[src/rtl/count60_down_timer_if.sv]
// rtl/count60_down_timer_if.sv - command and status bundle of the mm:ss BCD countdown timer
interface count60_down_timer_if;
    logic        tick;
    logic        ld;
    logic [15:0] ld_val;
    logic        start;
    logic        pause;
    logic [15:0] qout;
    logic        bout;
    logic        busy;
    logic        err;

    modport master (
        output tick, ld, ld_val, start, pause,
        input  qout, bout, busy, err
    );

    modport slave (
        input  tick, ld, ld_val, start, pause,
        output qout, bout, busy, err
    );
endinterface

[src/rtl/count60_down_timer.sv]
// rtl/count60_down_timer.sv - loadable mm:ss BCD countdown timer with expiry pulse and optional auto-reload
module count60_down_timer #(
    parameter bit         AUTO_RELOAD = 1'b0,
    parameter logic [7:0] MAX_MIN     = 8'h59
) (
    input logic                  clk,
    input logic                  rst,
    count60_down_timer_if.slave  bus
);

    localparam logic [1:0] S_IDLE  = 2'd0;
    localparam logic [1:0] S_RUN   = 2'd1;
    localparam logic [1:0] S_PAUSE = 2'd2;
    localparam logic [1:0] S_DONE  = 2'd3;

    logic [1:0]  state;
    logic [15:0] qout_q;
    logic [15:0] reload_q;
    logic        bout_q;
    logic        busy_q;
    logic        err_q;

    logic [1:0]  nxt_state;
    logic [15:0] nxt_qout;
    logic [15:0] nxt_reload;
    logic        nxt_bout;
    logic        nxt_err;

    logic [15:0] qout_dec;
    logic        ld_ok;

    // A load is accepted only if it is a legal BCD mm:ss not exceeding MAX_MIN minutes.
    assign ld_ok = (bus.ld_val[15:12] <= 4'd9) && (bus.ld_val[11:8] <= 4'd9)
                && (bus.ld_val[7:4]   <= 4'd5) && (bus.ld_val[3:0]  <= 4'd9)
                && (bus.ld_val[15:8]  <= MAX_MIN);

    // One-second BCD decrement with seconds wrapping to 59 and borrowing into minutes.
    always_comb begin
        qout_dec = qout_q;
        if (qout_q[3:0] != 4'd0) begin
            qout_dec[3:0] = qout_q[3:0] - 4'd1;
        end else begin
            qout_dec[3:0] = 4'd9;
            if (qout_q[7:4] != 4'd0) begin
                qout_dec[7:4] = qout_q[7:4] - 4'd1;
            end else begin
                qout_dec[7:4] = 4'd5;
                if (qout_q[11:8] != 4'd0) begin
                    qout_dec[11:8] = qout_q[11:8] - 4'd1;
                end else begin
                    qout_dec[11:8]  = 4'd9;
                    qout_dec[15:12] = qout_q[15:12] - 4'd1;
                end
            end
        end
    end

    // Command decode: only the highest-priority command (ld > start > pause > tick) acts.
    always_comb begin
        nxt_state  = state;
        nxt_qout   = qout_q;
        nxt_reload = reload_q;
        nxt_bout   = 1'b0;
        nxt_err    = 1'b0;
        if (bus.ld) begin
            if (ld_ok) begin
                nxt_qout   = bus.ld_val;
                nxt_reload = bus.ld_val;
                nxt_state  = S_IDLE;
            end else begin
                nxt_err = 1'b1;
            end
        end else if (bus.start) begin
            // Running is never at 0000, so a zero count can only be seen outside RUN.
            if (state != S_RUN) begin
                if (qout_q != 16'h0000) begin
                    nxt_state = S_RUN;
                end else begin
                    nxt_err = 1'b1;
                end
            end
        end else if (bus.pause) begin
            if (state == S_RUN) begin
                nxt_state = S_PAUSE;
            end
        end else if (bus.tick && (state == S_RUN)) begin
            if (qout_q == 16'h0001) begin
                nxt_bout = 1'b1;
                // A zero reload value would re-arm at 0000, so it expires like the one-shot mode.
                if (AUTO_RELOAD && (reload_q != 16'h0000)) begin
                    nxt_qout = reload_q;
                end else begin
                    nxt_qout  = 16'h0000;
                    nxt_state = S_DONE;
                end
            end else begin
                nxt_qout = qout_dec;
            end
        end
    end

    // State and output registers; busy is registered from the next state so it tracks RUN exactly.
    always_ff @(posedge clk or negedge rst) begin
        if (!rst) begin
            state    <= S_IDLE;
            qout_q   <= 16'h0000;
            reload_q <= 16'h0000;
            bout_q   <= 1'b0;
            busy_q   <= 1'b0;
            err_q    <= 1'b0;
        end else begin
            state    <= nxt_state;
            qout_q   <= nxt_qout;
            reload_q <= nxt_reload;
            bout_q   <= nxt_bout;
            busy_q   <= (nxt_state == S_RUN);
            err_q    <= nxt_err;
        end
    end

    assign bus.qout = qout_q;
    assign bus.bout = bout_q;
    assign bus.busy = busy_q;
    assign bus.err  = err_q;

endmodule

[src/flat_wrapper.sv]
// flat-port wrapper written by rule: the top's interface ports become plain ports
module count60_down_timer_flat 
#(
    parameter bit         AUTO_RELOAD = 1'b0,
    parameter logic [7:0] MAX_MIN     = 8'h59
)
  (clk, rst, bus_tick, bus_ld, bus_ld_val, bus_start, bus_pause, bus_qout, bus_bout, bus_busy, bus_err);
  count60_down_timer_if bus_i ();
  input logic clk;
  input logic rst;
  input wire logic [$bits(bus_i.tick)-1:0] bus_tick;
  input wire logic [$bits(bus_i.ld)-1:0] bus_ld;
  input wire logic [$bits(bus_i.ld_val)-1:0] bus_ld_val;
  input wire logic [$bits(bus_i.start)-1:0] bus_start;
  input wire logic [$bits(bus_i.pause)-1:0] bus_pause;
  output wire logic [$bits(bus_i.qout)-1:0] bus_qout;
  output wire logic [$bits(bus_i.bout)-1:0] bus_bout;
  output wire logic [$bits(bus_i.busy)-1:0] bus_busy;
  output wire logic [$bits(bus_i.err)-1:0] bus_err;
  assign bus_i.tick = bus_tick;
  assign bus_i.ld = bus_ld;
  assign bus_i.ld_val = bus_ld_val;
  assign bus_i.start = bus_start;
  assign bus_i.pause = bus_pause;
  assign bus_qout = bus_i.qout;
  assign bus_bout = bus_i.bout;
  assign bus_busy = bus_i.busy;
  assign bus_err = bus_i.err;
  count60_down_timer #(.AUTO_RELOAD(AUTO_RELOAD), .MAX_MIN(MAX_MIN)) u_core (.clk(clk), .rst(rst), .bus(bus_i));
endmodule
[config.mk]
export PLATFORM = sky130hd
export DESIGN_NAME = count60_down_timer_flat
export DESIGN_NICKNAME = d
export VERILOG_FILES = /design/src/rtl/count60_down_timer_if.sv /design/src/rtl/count60_down_timer.sv /design/src/flat_wrapper.sv
export SDC_FILE = /design/constraint.sdc
export NUM_CORES = 1
export LEC_CHECK = 0
export ABC_AREA = 1
export CORE_MARGIN = 10
export CORE_UTILIZATION = 45
export DETAILED_ROUTE_END_ITERATION = 7
export PLACE_DENSITY_LB_ADDON = 0.2
export SYNTH_ARGS = -nofsm -noshare
export SYNTH_HDL_FRONTEND = slang
export SYNTH_SLANG_ARGS = --single-unit
[constraint.sdc]
create_clock -name clk -period 4.2 [get_ports clk]
set_clock_uncertainty 0.1 [all_clocks]
set_input_delay 0.42 -clock clk [delete_from_list [all_inputs] [get_ports clk]]
set_output_delay 0.42 -clock clk [all_outputs]
set_load 0.02 [all_outputs]
Word level (Yosys, flattened, before mapping):

Index checks and enable logic that the tools add are counted.
W data, S select, Z words.

* flip-flop bits (word level): 21
* input bits: 22
* output and inout bits: 19
* word-level logic and storage cells: 72

* add/sub/neg operators: 4
* $lt $le $gt $ge: 5
* eq/ne operators: 10
* multiplexer cells: 31
* reductions and logical operators: 14

Operators with widths (count)
* $mux W16: 6
* $mux W2: 9
* $eq A16 B1 Y1 const B: 1
* $mux W4: 4
* $reduce_bool A16 Y1: 1
* $sub A4 B1 Y4 const B: 4
* $le A4 B4 Y1 const B: 3
* $mux W12: 1
* $reduce_bool A4 Y1: 3
* $mux W1: 10
* $ne A3 B3 Y1 const B: 3
* $le A8 B7 Y1 const B: 1
* $mux W8: 1
* $reduce_and A7 Y1: 1
* $reduce_and A6 Y1: 1
* $logic_and A1 B1 Y1: 5
* $reduce_and A5 Y1: 1
* $eq A2 B1 Y1 const B: 2
* $le A4 B3 Y1 const B: 1
* $ne A2 B1 Y1 const B: 2
* $ne A2 B2 Y1 const B: 2
* $reduce_and A4 Y1: 1
* $reduce_bool A2 Y1: 1

Depth between registers and ports, before layout:

Gate-level depths: netlist (run 1).

* depth after elaboration: 9
* gate-level depth with buffers: 10
* gate-level depth less buffers: 10

Least setup slack after synthesis (run 1):

OpenSTA, ideal clock, no wires.

* path kind: reg-to-reg
* from: register u_core.qout_q[9] (netlist: u_core.bus.qout[9])
* to: register u_core.qout_q[14] (netlist: u_core.bus.qout[14])
* library setup time: 0.117 ns
* arrival: 1.456 ns
* data required time: 3.983 ns
* setup slack: 2.528 ns
* cell stages (with the launch flop): 10
* path buffers: 0
* period minus slack after synthesis: 1.672 ns
* path through: dfrtp_1 -> inv_1 -> ha_1 -> nand3_2 -> nor2_4 -> nand2_4 -> nand3_4 -> nand3_1 -> nand2_1 -> nand2_1

* longest elaborated chain between the ends: 6
* elaborated cells between the ends (all ways): 11
* those cells by class: eq/ne (4); mux (5); reduce/logical (2)

Ends and longest elaborated chain
* from (decl): RTL line count60_down_timer.sv:17 `logic [15:0] qout_q;`
* from (signal assigned): RTL line count60_down_timer.sv:113 `qout_q <= nxt_qout;`
* $eq A16 B1 Y1: RTL line count60_down_timer.sv:87 `if (qout_q == 16'h0001) begin`
* $mux W16: RTL line count60_down_timer.sv:87
* $mux W16: RTL line count60_down_timer.sv:86 `end else if (bus.tick && (state == S_RUN)) begin`
* $mux W16: RTL line count60_down_timer.sv:82 `end else if (bus.pause) begin`
* $mux W16: RTL line count60_down_timer.sv:73 `end else if (bus.start) begin`
* $mux W16: RTL line count60_down_timer.sv:65 `if (bus.ld) begin`

Parallel ways exist; a longest one is shown, timed or not. The select of a mux whose other input is x is not followed.
A chain may end at the register's enable or synchronous reset.

Worst setup path after layout (run 1):

* from: input bus_ld
* to: register u_core.qout_q[15] (netlist: u_core.bus.qout[15])

* longest elaborated chain between the ends: 2
* elaborated cells between the ends (all ways): 9
* those cells by class: eq/ne (6); mux (1); reduce/logical (2)

Ends and longest elaborated chain
* from (decl): RTL line flat_wrapper.sv:12 `input wire logic [$bits(bus_i.ld)-1:0] bus_ld;`
* $ne A3 B3 Y1 (no line), or another cell as far along
* $reduce_and A7 Y1 (no line)

Parallel ways exist; a longest one is shown, timed or not.

==> results of run 1 <==
-- cells by family (layout without fill, tap and decap cells) --
| kind of cell | after synthesis | after routing | synth area share, % |
|---|---|---|---|
| AO/OA/AOI/OAI | 26 | 26 | 10.8 |
| XOR/XNOR | 5 | 5 | 2.96 |
| adder cells (fa/ha/maj) | 6 | 6 | 5.08 |
| buffers and inverters | 32 | 73 | 9.06 |
| flip-flops | 21 | 21 | 35.6 |
| AND/OR/NAND/NOR | 115 | 115 | 36.5 |
-- power groups by stage --
stage	Clock [mW]	Combinational (mW)	Sequential [mW]
floorplan	0	0.356	0.430
global placement	0	0.675	0.353
detailed placement	0	0.679	0.352
CTS	0.105	0.683	0.348
global route	0.110	0.758	0.361
finish	0.103	0.672	0.347
-- layout make-up --
| class | count | area, µm² |
|---|---|---|
| Multi-Input combinational cell | 152 | 818 |
| Clock inverter | 1 | 5.00 |
| Inverter | 29 | 114 |
| Timing Repair Buffer | 40 | 400 |
| Sequential cell | 21 | 526 |
| Tap cell | 44 | 55.1 |
| Fill cell | 297 | 1160 |
| Clock buffer | 3 | 22.5 |
-- per-layer routing --
metal  vias to the layer above  routed length [µm]  global-route usage (%)
li1                        728                   -                       -
met1                       592                1580                    15.9
met2                        34                1520                    18.2
met3                         5                 282                    4.78
met4                         0                  42                    3.28
met5                         -                   0                       0
-- placed cells by master, fill, tap and decap left out --
master,n
nor2_4,2
nand2_2,1
nand2_1,69
nand3_4,1
clkdlybuf4s50_1,40
o21ai_1,1
nand3_2,3
inv_1,24
o31ai_1,4
nand3_1,12
nand2_4,4
inv_2,3
xnor2_1,4
nand4_1,3
inv_4,2
ha_1,6
clkbuf_4,3
o22ai_1,2
xor2_1,1
clkinv_2,1
o21ai_2,4
nor2_1,18
a31oi_1,2
nor2_2,2
dfrtp_1,21
o21ai_0,13
-- Yosys cell counts, types with 4 or more instances --
cell type / instances / share of area [%]
nand2_4: 4 / 3.0
nand3_1: 12 / 4.1
inv_1: 24 / 6.1
dfrtp_1: 21 / 36
nor2_1: 18 / 4.6
xnor2_1: 4 / 2.4
o21ai_0: 13 / 4.4
nand2_1: 69 / 18
o31ai_1: 4 / 2.0
ha_1: 6 / 5.1
o21ai_2: 4 / 2.4
-- sequential cells by signal, summed over array words and instances (netlist names) --
signal / cells
u_core.bus.busy: 1
u_core.bus.bout: 1
u_core.bus.qout: 16
u_core.state: 2
u_core.bus.err: 1
-- stage by stage --
stage          setup slack [ps]  power, mW  cells  area (µm²)  util, %
4_1_cts                    2030       1.14    290        1940     62.5
6_report                   2050       1.12    290        1940     62.5
5_1_grt                    1790       1.23    290        1940     62.5
3_5_place_dp               1700       1.03    286        1910     61.7
3_3_place_gp               1760       1.03    286        1910     61.7
2_1_floorplan              2530      0.787    205        1480        -
-- worst min path at each step --
stage / startpoint / end / slack (ps)
2_1_floorplan: rst / u_core.bus.bout / 20
3_3_place_gp: u_core.bus.qout[8] / u_core.bus.qout[8] / 410
3_5_place_dp: u_core.bus.qout[4] / u_core.bus.qout[4] / 400
4_1_cts: u_core.bus.qout[4] / u_core.bus.qout[4] / 430
5_1_grt: u_core.bus.qout[4] / u_core.bus.qout[4] / 460
6_report: u_core.bus.qout[8] / u_core.bus.qout[8] / 430
-- critical path, delay by kind of cell --
| family | cells | cell delay [ps] |
|---|---|---|
| buffers and inverters | 2 | 1340 |
| and+or+nand+nor | 4 | 500 |
==> results by group, run 1 <==
Drt
  • Drt first pass iters: 4
  • Wire per inst: 11.8 µm
  • Avg Vias per Cell: 4.69
  • 1st-iter DRT viols: 70
  • Post-route ant nets: 0
  • Drc violations: 0
  • Vias post-DR: 1359
  • WL final: 3430 µm

GRT
  • Total congestion overflow: 0
  • Initial antenna violation count: 0
  • Largest net degree at the start of global routing: 22
  • Vias in the first global route: 1383
  • GRT Resource Usage Total: 12.2%
  • First-pass GRT wire length: 6200 µm

Setup path
  • R2R depth: 9
  • WP data required: 4320 ps
  • CP Cell Sequence: clkdlybuf4s50_1 > inv_1 > nand3_4 > nand3_1 > nand2_1 > nand2_1
  • Setup CP Type: in2reg
  • Worst-path fanout max: 21
  • Max incr delay on CP: 920 ps
  • Critical Path Start Type: input pin
  • Worst R2R Setup Slack: 2470 ps
  • Critical path origin: bus_ld
  • Cell repeated most along the worst path: nand2_1
  • Reg-to-Reg End: u_core.bus.qout[15]
  • Setup crit end kind: flop
  • Crit path capture: u_core.bus.qout[15]
  • Crit-path slowest cell: clkdlybuf4s50_1
  • Critical path data arrival time: 2270 ps
  • Reg2reg start: u_core.bus.qout[8]

Place
  • Port Buffers: 40
  • DP HPWL: 2760 µm
  • Gp weighted congestion: 0.886

Final layout
  • Layout cells sized above 1: 10.6%
  • Area delta synth->final: 31.3%
  • Ant diodes: 0
  • Fin nets: 275

Clocking
  • Max Buffers Root-to-Sink: 2
  • CTS Hold Buffers Added: 0
  • H-tree depth: 1
  • Clock buffer count from CTS: 3
  • Post-CTS setup buffers: 0
  • CTS clk-pin slew, worst paths: 120 ps
  • Root buf cell: clkbuf_4
  • Clock Sink Count: 21
  • Worst-Skew Late Latency: 320 ps
  • Post_cts resized: 0
  • CTS tree: built

Power
  • Switching Fraction: 45.3%
  • Clock power frac: 9.2%
  • Power Internal: 0.614 mW
  • Leakage: 0.964 nW
  • Register share of total power: 30.9%
  • Peak VDD IR: 0.262 mV
  • Power per cell area: 578 nW/µm²
  • Logic pwr share: 59.9%
  • Total net switching power: 0.508 mW

Timing
  • RSZ-0062 raised after global routing: no
  • Max Fclk: 0.466 GHz
  • Max-slew violation count: 0
  • Minimum clock period: 2150 ps
  • Slew HR: 37.4%
  • Final setup TNS: 0 ps
  • Hold Slack: 428 ps
  • Final setup violation count: 0
  • Slew @ Worst Pin: 936 ps
  • Final period util: 51.1%
  • Final hold vios: 0

Yosys
  • Fraction of registers with async set or reset after synthesis: 100%
  • Cell area after synthesis: 1480 µm²
  • Synth warn: 0
  • Cells after Synth: 205
  • Post-synth cell types: 26
  • Post-synth EDFFs: 0
  • Sequential share of the synthesized area: 35.6%
  • Syn_area_per_cell: 7.21 µm²
  • #FFs+latches synth: 21
  • Top FF cell, synth: dfrtp_1
  • Mapped Nets: 233

Hold path
  • Worst hold stages: 2
  • Hold Path Class: reg2reg

Die
  • Row count: 20
  • Die area: 5980 µm²
  • Ports: 41
  • Std-Cell Core Area: 3100 µm²
  • Die W: 77.3 µm
  • Die Ht: 77.3 µm
  • Starting density of the core: 47.6%

Run status
  • Status: completed

Flow run
  • # Max-Cap Violations: 0
Note: power is estimated with default switching activity, not from simulation.
==> run 2: changes to the inputs <==
--- a/config.mk
+++ b/config.mk
@@ -7,7 +7,7 @@
 export LEC_CHECK = 0
 export ABC_AREA = 1
 export CORE_MARGIN = 10
-export CORE_UTILIZATION = 45
+export CORE_UTILIZATION = 43
 export DETAILED_ROUTE_END_ITERATION = 7
 export PLACE_DENSITY_LB_ADDON = 0.2
 export SYNTH_ARGS = -nofsm -noshare
==> constraint.sdc (replaced) <==
create_clock -name clk -period 1.95 [get_ports clk]
set_clock_uncertainty 0.1 [all_clocks]
set_input_delay 0.195 -clock clk [delete_from_list [all_inputs] [get_ports clk]]
set_output_delay 0.195 -clock clk [all_outputs]
set_load 0.02 [all_outputs]
==> run 2 against run 1 <==
Compared with the run above: hold slack got worse by 320 ps; wire length increased by 9.2%; cell count is 2.1% higher; critical path depth increased by 3; sequential share of layout area decreased by 0.56 points; via count increased by 4.6%; combinational power rose by 120%; highest routed layer unchanged; design area is 2.1% higher; critical endpoint unchanged; largest power group unchanged; non-clock buffer count rose by 4.
==> results by group, run 2 (synthesis gave the netlist of run 1 again) <==
Drt
  • Drt first pass iters: 4
  • Drc violations: 0
  • Vias post-DR: 1422
  • Post-route ant nets: 0
  • 1st-iter DRT viols: 62
  • Wire per inst: 12.7 µm
  • WL final: 3750 µm
  • Avg Vias per Cell: 4.80

Power
  • Leakage: 0.979 nW
  • Power per cell area: 1250 nW/µm²
  • Peak VDD IR: 0.664 mV
  • Tot Pwr: 2.48 mW

Place
  • Inst Count DP: 292
  • Port Buffers: 40
  • Gp weighted congestion: 0.856
  • DP HPWL: 2980 µm

Clocking
  • Max Buffers Root-to-Sink: 2
  • CTS tree: built
  • Worst-Skew Late Latency: 310 ps
  • CTS clk-pin slew, worst paths: 130 ps
  • Clock Sink Count: 21
  • CTS Hold Buffers Added: 0
  • H-tree depth: 1
  • Clock buffer count from CTS: 3
  • Root buf cell: clkbuf_4

Timing
  • RSZ-0062 raised after global routing: no
  • Max Fclk: 0.560 GHz
  • Max-slew violation count: 0
  • Hold Slack: 112 ps
  • Final period util: 91.6%
  • Final setup TNS: 0 ps
  • Final setup violation count: 0
  • Slew HR: 69.8%
  • Slew @ Worst Pin: 453 ps
  • Final hold vios: 0
  • Minimum clock period: 1790 ps

Final layout
  • Layout Cells excl Fill: 296
  • Max reg flops: 16
  • Ant diodes: 0
  • Commonest non-fill, non-tap cell in the layout: nand2_1
  • Fin util: 59.4%
  • Fin nets: 279
  • Area delta synth->final: 34.1%
  • Layout cells sized above 1: 12.4%
  • Most used cells in the layout excluding fill and tap cells: nand2_1 (69), clkdlybuf4s50_1 (40), inv_1 (23), dfrtp_1 (21), nor2_1 (18)

GRT
  • Initial antenna violation count: 0
  • Total congestion overflow: 0
  • First-pass GRT wire length: 6420 µm
  • Largest net degree at the start of global routing: 22
  • Vias in the first global route: 1500
  • GRT Resource Usage Total: 12.5%

Die
  • Ports: 41
  • Starting density of the core: 44.3%
  • Die Ht: 78.6 µm
  • Die area: 6180 µm²
  • Std-Cell Core Area: 3340 µm²
  • Die W: 78.6 µm
  • Row count: 21

Setup path
  • Max incr delay on CP: 420 ps
  • CP Cell Sequence: inv_1 > ha_1 > nand2_1 > nor2_2 > nand2_4 > nand3_4 > nand3_1 > nand2_1 > nand2_1
  • Worst-path fanout max: 7
  • Buf/Inv on CP: 1
  • Cell repeated most along the worst path: nand2_1
  • Top cell family by delay on the critical path: simple AND/OR/NAND/NOR gates
  • Setup crit end kind: flop
  • Critical Path Start Type: flop
  • Setup CP Type: reg2reg
  • Crit-path slowest cell: dfrtp_1
  • Critical path data arrival time: 1910 ps
  • WP data required: 2070 ps

Run status
  • Status: completed

Flow run
  • # Max-Cap Violations: 0

Hold path
  • Hold Path Class: in2async
## run 2: metal layers
layer | up-vias | global-route usage (%) | wire [µm]
met5 | - | 0 | 0
met4 | 0 | 5.02 | 60
met3 | 8 | 4.78 | 294
met2 | 45 | 20.3 | 1660
met1 | 629 | 14.4 | 1730
li1 | 740 | - | -
## run 2: stage by stage
stage                     cell area [µm²]  setup WS [ps]
after floorplan                      1480            278
after global placement               1950            165
after detailed placement             1950            121
after CTS                            1970            129
after global routing                 1980           8.49
final                                1980            165
## run 2: what timing repair did
action	4_1_cts	5_1_grt
endpoints found under the setup margin	0	3
buffers inserted	0	0
resized for setup	0	3
## run 2: final cells by class
cell class,count,area [µm²]
Inverter,29,114
Clock buffer,4,26.3
Fill cell,326,1360
Tap cell,46,57.6
Timing Repair Buffer,44,430
Multi-Input combinational cell,152,828
Sequential cell,21,526
## run 2: power breakdown
group	switching (mW)	total [mW]	internal, mW
Combinational	0.823	1.50	0.673
Clock	0.143	0.223	0.0799
Sequential	0.165	0.757	0.592
Total	1.13	2.48	1.34
## run 2: worst paths after layout
path	depth (start not counted)	slack [ps]	to	from
setup / recovery	9	160	u_core.bus.qout[15]	u_core.bus.qout[5]
hold / removal	2	110	u_core.bus.err	rst
setup reg to reg	9	160	u_core.bus.qout[15]	u_core.bus.qout[5]
hold reg to reg	2	430	u_core.bus.qout[8]	u_core.bus.qout[8]
max in group asynchronous	2	1410	u_core.bus.qout[5]	rst
min in group clk	5	410	u_core.bus.qout[12]	bus_ld_val[12]
## run 2: worst register-to-register path, delay by kind of cell (launching register included)
family,cells,cell delay (ps)
adders and majority gates,1,220
buffers and inverters,1,150
DFF,1,420
and+or+nand+nor,7,820
==> run 3: changes to the inputs <==
--- a/config.mk
+++ b/config.mk
@@ -10,6 +10,7 @@
 export CORE_UTILIZATION = 43
 export DETAILED_ROUTE_END_ITERATION = 7
 export PLACE_DENSITY_LB_ADDON = 0.2
+export REMOVE_ABC_BUFFERS = 1
 export SYNTH_ARGS = -nofsm -noshare
 export SYNTH_HDL_FRONTEND = slang
 export SYNTH_SLANG_ARGS = --single-unit
==> run 3 against run 2 <==
Compared with the run above: cell count increased by 0.34%; die area unchanged; via count decreased by 1.5%; highest routed layer unchanged; design area about the same; combinational power about the same; core utilization about the same; register-to-register slack improved by 20 ps; wire length decreased by 5.0%; critical path type unchanged; hold slack improved by 6.1 ps; largest cell class unchanged.
==> results by group, run 3 (synthesis gave the netlist of run 1 again) <==
Setup path
  • CP Cell Sequence: inv_1 > ha_1 > nand3_2 > nor2_4 > nand2_4 > nand2_4 > o21ai_0 > nand2_1 > o21ai_0
  • Setup crit end kind: flop
  • Reg2reg start: u_core.bus.qout[8]
  • Critical Path Start Type: flop
  • Setup CP Type: reg2reg
  • Worst-path fanout max: 9
  • Critical path origin: u_core.bus.qout[8]
  • WP data required: 2030 ps
  • Worst R2R Setup Slack: 180 ps
  • Max incr delay on CP: 420 ps
  • Critical path data arrival time: 1850 ps
  • Crit-path slowest cell: dfrtp_1

Drt
  • 1st-iter DRT viols: 83
  • Vias post-DR: 1401
  • Drt first pass iters: 4
  • Wire per inst: 12.0 µm
  • Post-route ant nets: 0
  • Drc violations: 0
  • WL final: 3560 µm
  • Avg Vias per Cell: 4.72

Clocking
  • Worst-Skew Late Latency: 310 ps
  • CTS Hold Buffers Added: 0
  • Post-CTS setup buffers: 0
  • CTS clk-pin slew, worst paths: 120 ps
  • CTS tree: built
  • H-tree depth: 1
  • Post_cts resized: 0
  • Clock buffer count from CTS: 3
  • Max Buffers Root-to-Sink: 2
  • Root buf cell: clkbuf_4
  • Clock Sink Count: 21

GRT
  • First-pass GRT wire length: 6140 µm
  • Vias in the first global route: 1424
  • Met2 Use GR: 20.1%
  • Initial antenna violation count: 0
  • Largest net degree at the start of global routing: 22
  • GR Layer Usage met1: 13.7%
  • Global route hottest layer: met2
  • Total congestion overflow: 0
  • GR Util met3: 4.21%
  • GRT Resource Usage Total: 12.0%

Die
  • Ports: 41
  • Row count: 21
  • Std-Cell Core Area: 3340 µm²
  • Die Ht: 78.6 µm
  • Die W: 78.6 µm
  • Die area: 6180 µm²
  • Starting density of the core: 44.3%

Power
  • Power Internal: 1.33 mW
  • Logic pwr share: 60.3%
  • Total net switching power: 1.11 mW
  • Leakage: 0.988 nW
  • Power per cell area: 1230 nW/µm²
  • Clock power frac: 8.9%
  • Tot Pwr: 2.44 mW
  • Register share of total power: 30.8%
  • Peak VDD IR: 0.616 mV
  • Switching Fraction: 45.4%

Flow run
  • # Max-Cap Violations: 0

Hold path
  • Hold Path Class: in2async

Place
  • Dpl ws: 118 ps
  • DP HPWL: 2910 µm
  • Gp weighted congestion: 0.829
  • Port Buffers: 40

Timing
  • Final period util: 90.8%
  • Slew @ Worst Pin: 276 ps
  • Final hold vios: 0
  • RSZ-0062 raised after global routing: no
  • Slew HR: 81.6%
  • Hold Slack: 118 ps
  • Max Fclk: 0.565 GHz
  • Final setup TNS: 0 ps
  • Final setup violation count: 0
  • Max-slew violation count: 0
  • PnR worst setup slack: 180 ps
  • Minimum clock period: 1770 ps

Final layout
  • Max reg flops: 16
  • Most used cells in the layout excluding fill and tap cells: nand2_1 (69), clkdlybuf4s50_1 (40), inv_1 (24), dfrtp_1 (21), nor2_1 (18)
  • Fin nets: 280
  • Layout cells sized above 1: 12.4%
  • Commonest non-fill, non-tap cell in the layout: nand2_1
  • Area delta synth->final: 34.0%
  • Ant diodes: 0

Run status
  • Status: completed
==> run 3: changes by cell type in the layout (fill, tap and decap cells not counted) <==
| cell | previous run | this run |
|---|---|---|
| ha_1 | 5 | 6 |
| clkinv_2 | 0 | 1 |
| ha_2 | 1 | 0 |
| buf_4 | 4 | 5 |
| inv_1 | 23 | 24 |
| inv_2 | 4 | 3 |
| nand3_2 | 2 | 3 |
| nand3_4 | 2 | 1 |
| clkbuf_1 | 1 | 0 |
==> run 3: power by group through the flow <==
stage               Combinational (mW)  Clock [mW]  Sequential [mW]
finish                            1.47       0.218            0.751
global route                      1.65       0.249            0.781
CTS                               1.49       0.222            0.753
detailed placement                1.49           0            0.761
global placement                  1.47           0            0.763
floorplan                        0.760           0            0.927
==> run 3: worst max-delay path, delay by kind of cell (launching register included) <==
kind,cells,cell delay [ps]
AO/OA/AOI/OAI,2,200
buffers and inverters,1,130
AND/OR/NAND/NOR,5,580
adder cells (fa/ha/maj),1,220
flip-flops,1,420
==> run 3: final cells by class <==
cell class              count  area, µm²
clock buffers               3       22.5
clock inverters             1       5.00
fillers                   335       1360
inverters                  29        114
multi-input cells         152        818
flip-flops and latches     21        526
well taps                  46       57.6
repair buffers             45        438
==> run 3: path summary, 6_finish.rpt <==
path | endpoint | cells past startpoint
max | u_core.bus.qout[0] | 9
min | u_core.bus.busy | 2
max reg2reg | u_core.bus.qout[0] | 9
min reg2reg | u_core.bus.qout[4] | 2
max in group asynchronous | u_core.bus.qout[7] | 2
min in group clk | u_core.bus.qout[12] | 5
==> run 3: metal layers <==
| metal | routed length [µm] | share of wire, % | vias to the layer above |
|---|---|---|---|
| met3 | 258 | 7.2 | 4 |
| met2 | 1650 | 46 | 35 |
| li1 | - | - | 742 |
| met4 | 45 | 1.3 | 0 |
| met1 | 1610 | 45 | 620 |
| met5 | 0 | 0 | - |
==> run 3: metrics by stage <==
stage | util, % | area (µm²) | cells
final | 59.4 | 1980 | 297
after floorplan | - | 1460 | 202
after CTS | 59.4 | 1980 | 297
after global routing | 59.4 | 1980 | 297
after detailed placement | 58.5 | 1950 | 293
after global placement | 58.5 | 1950 | 293
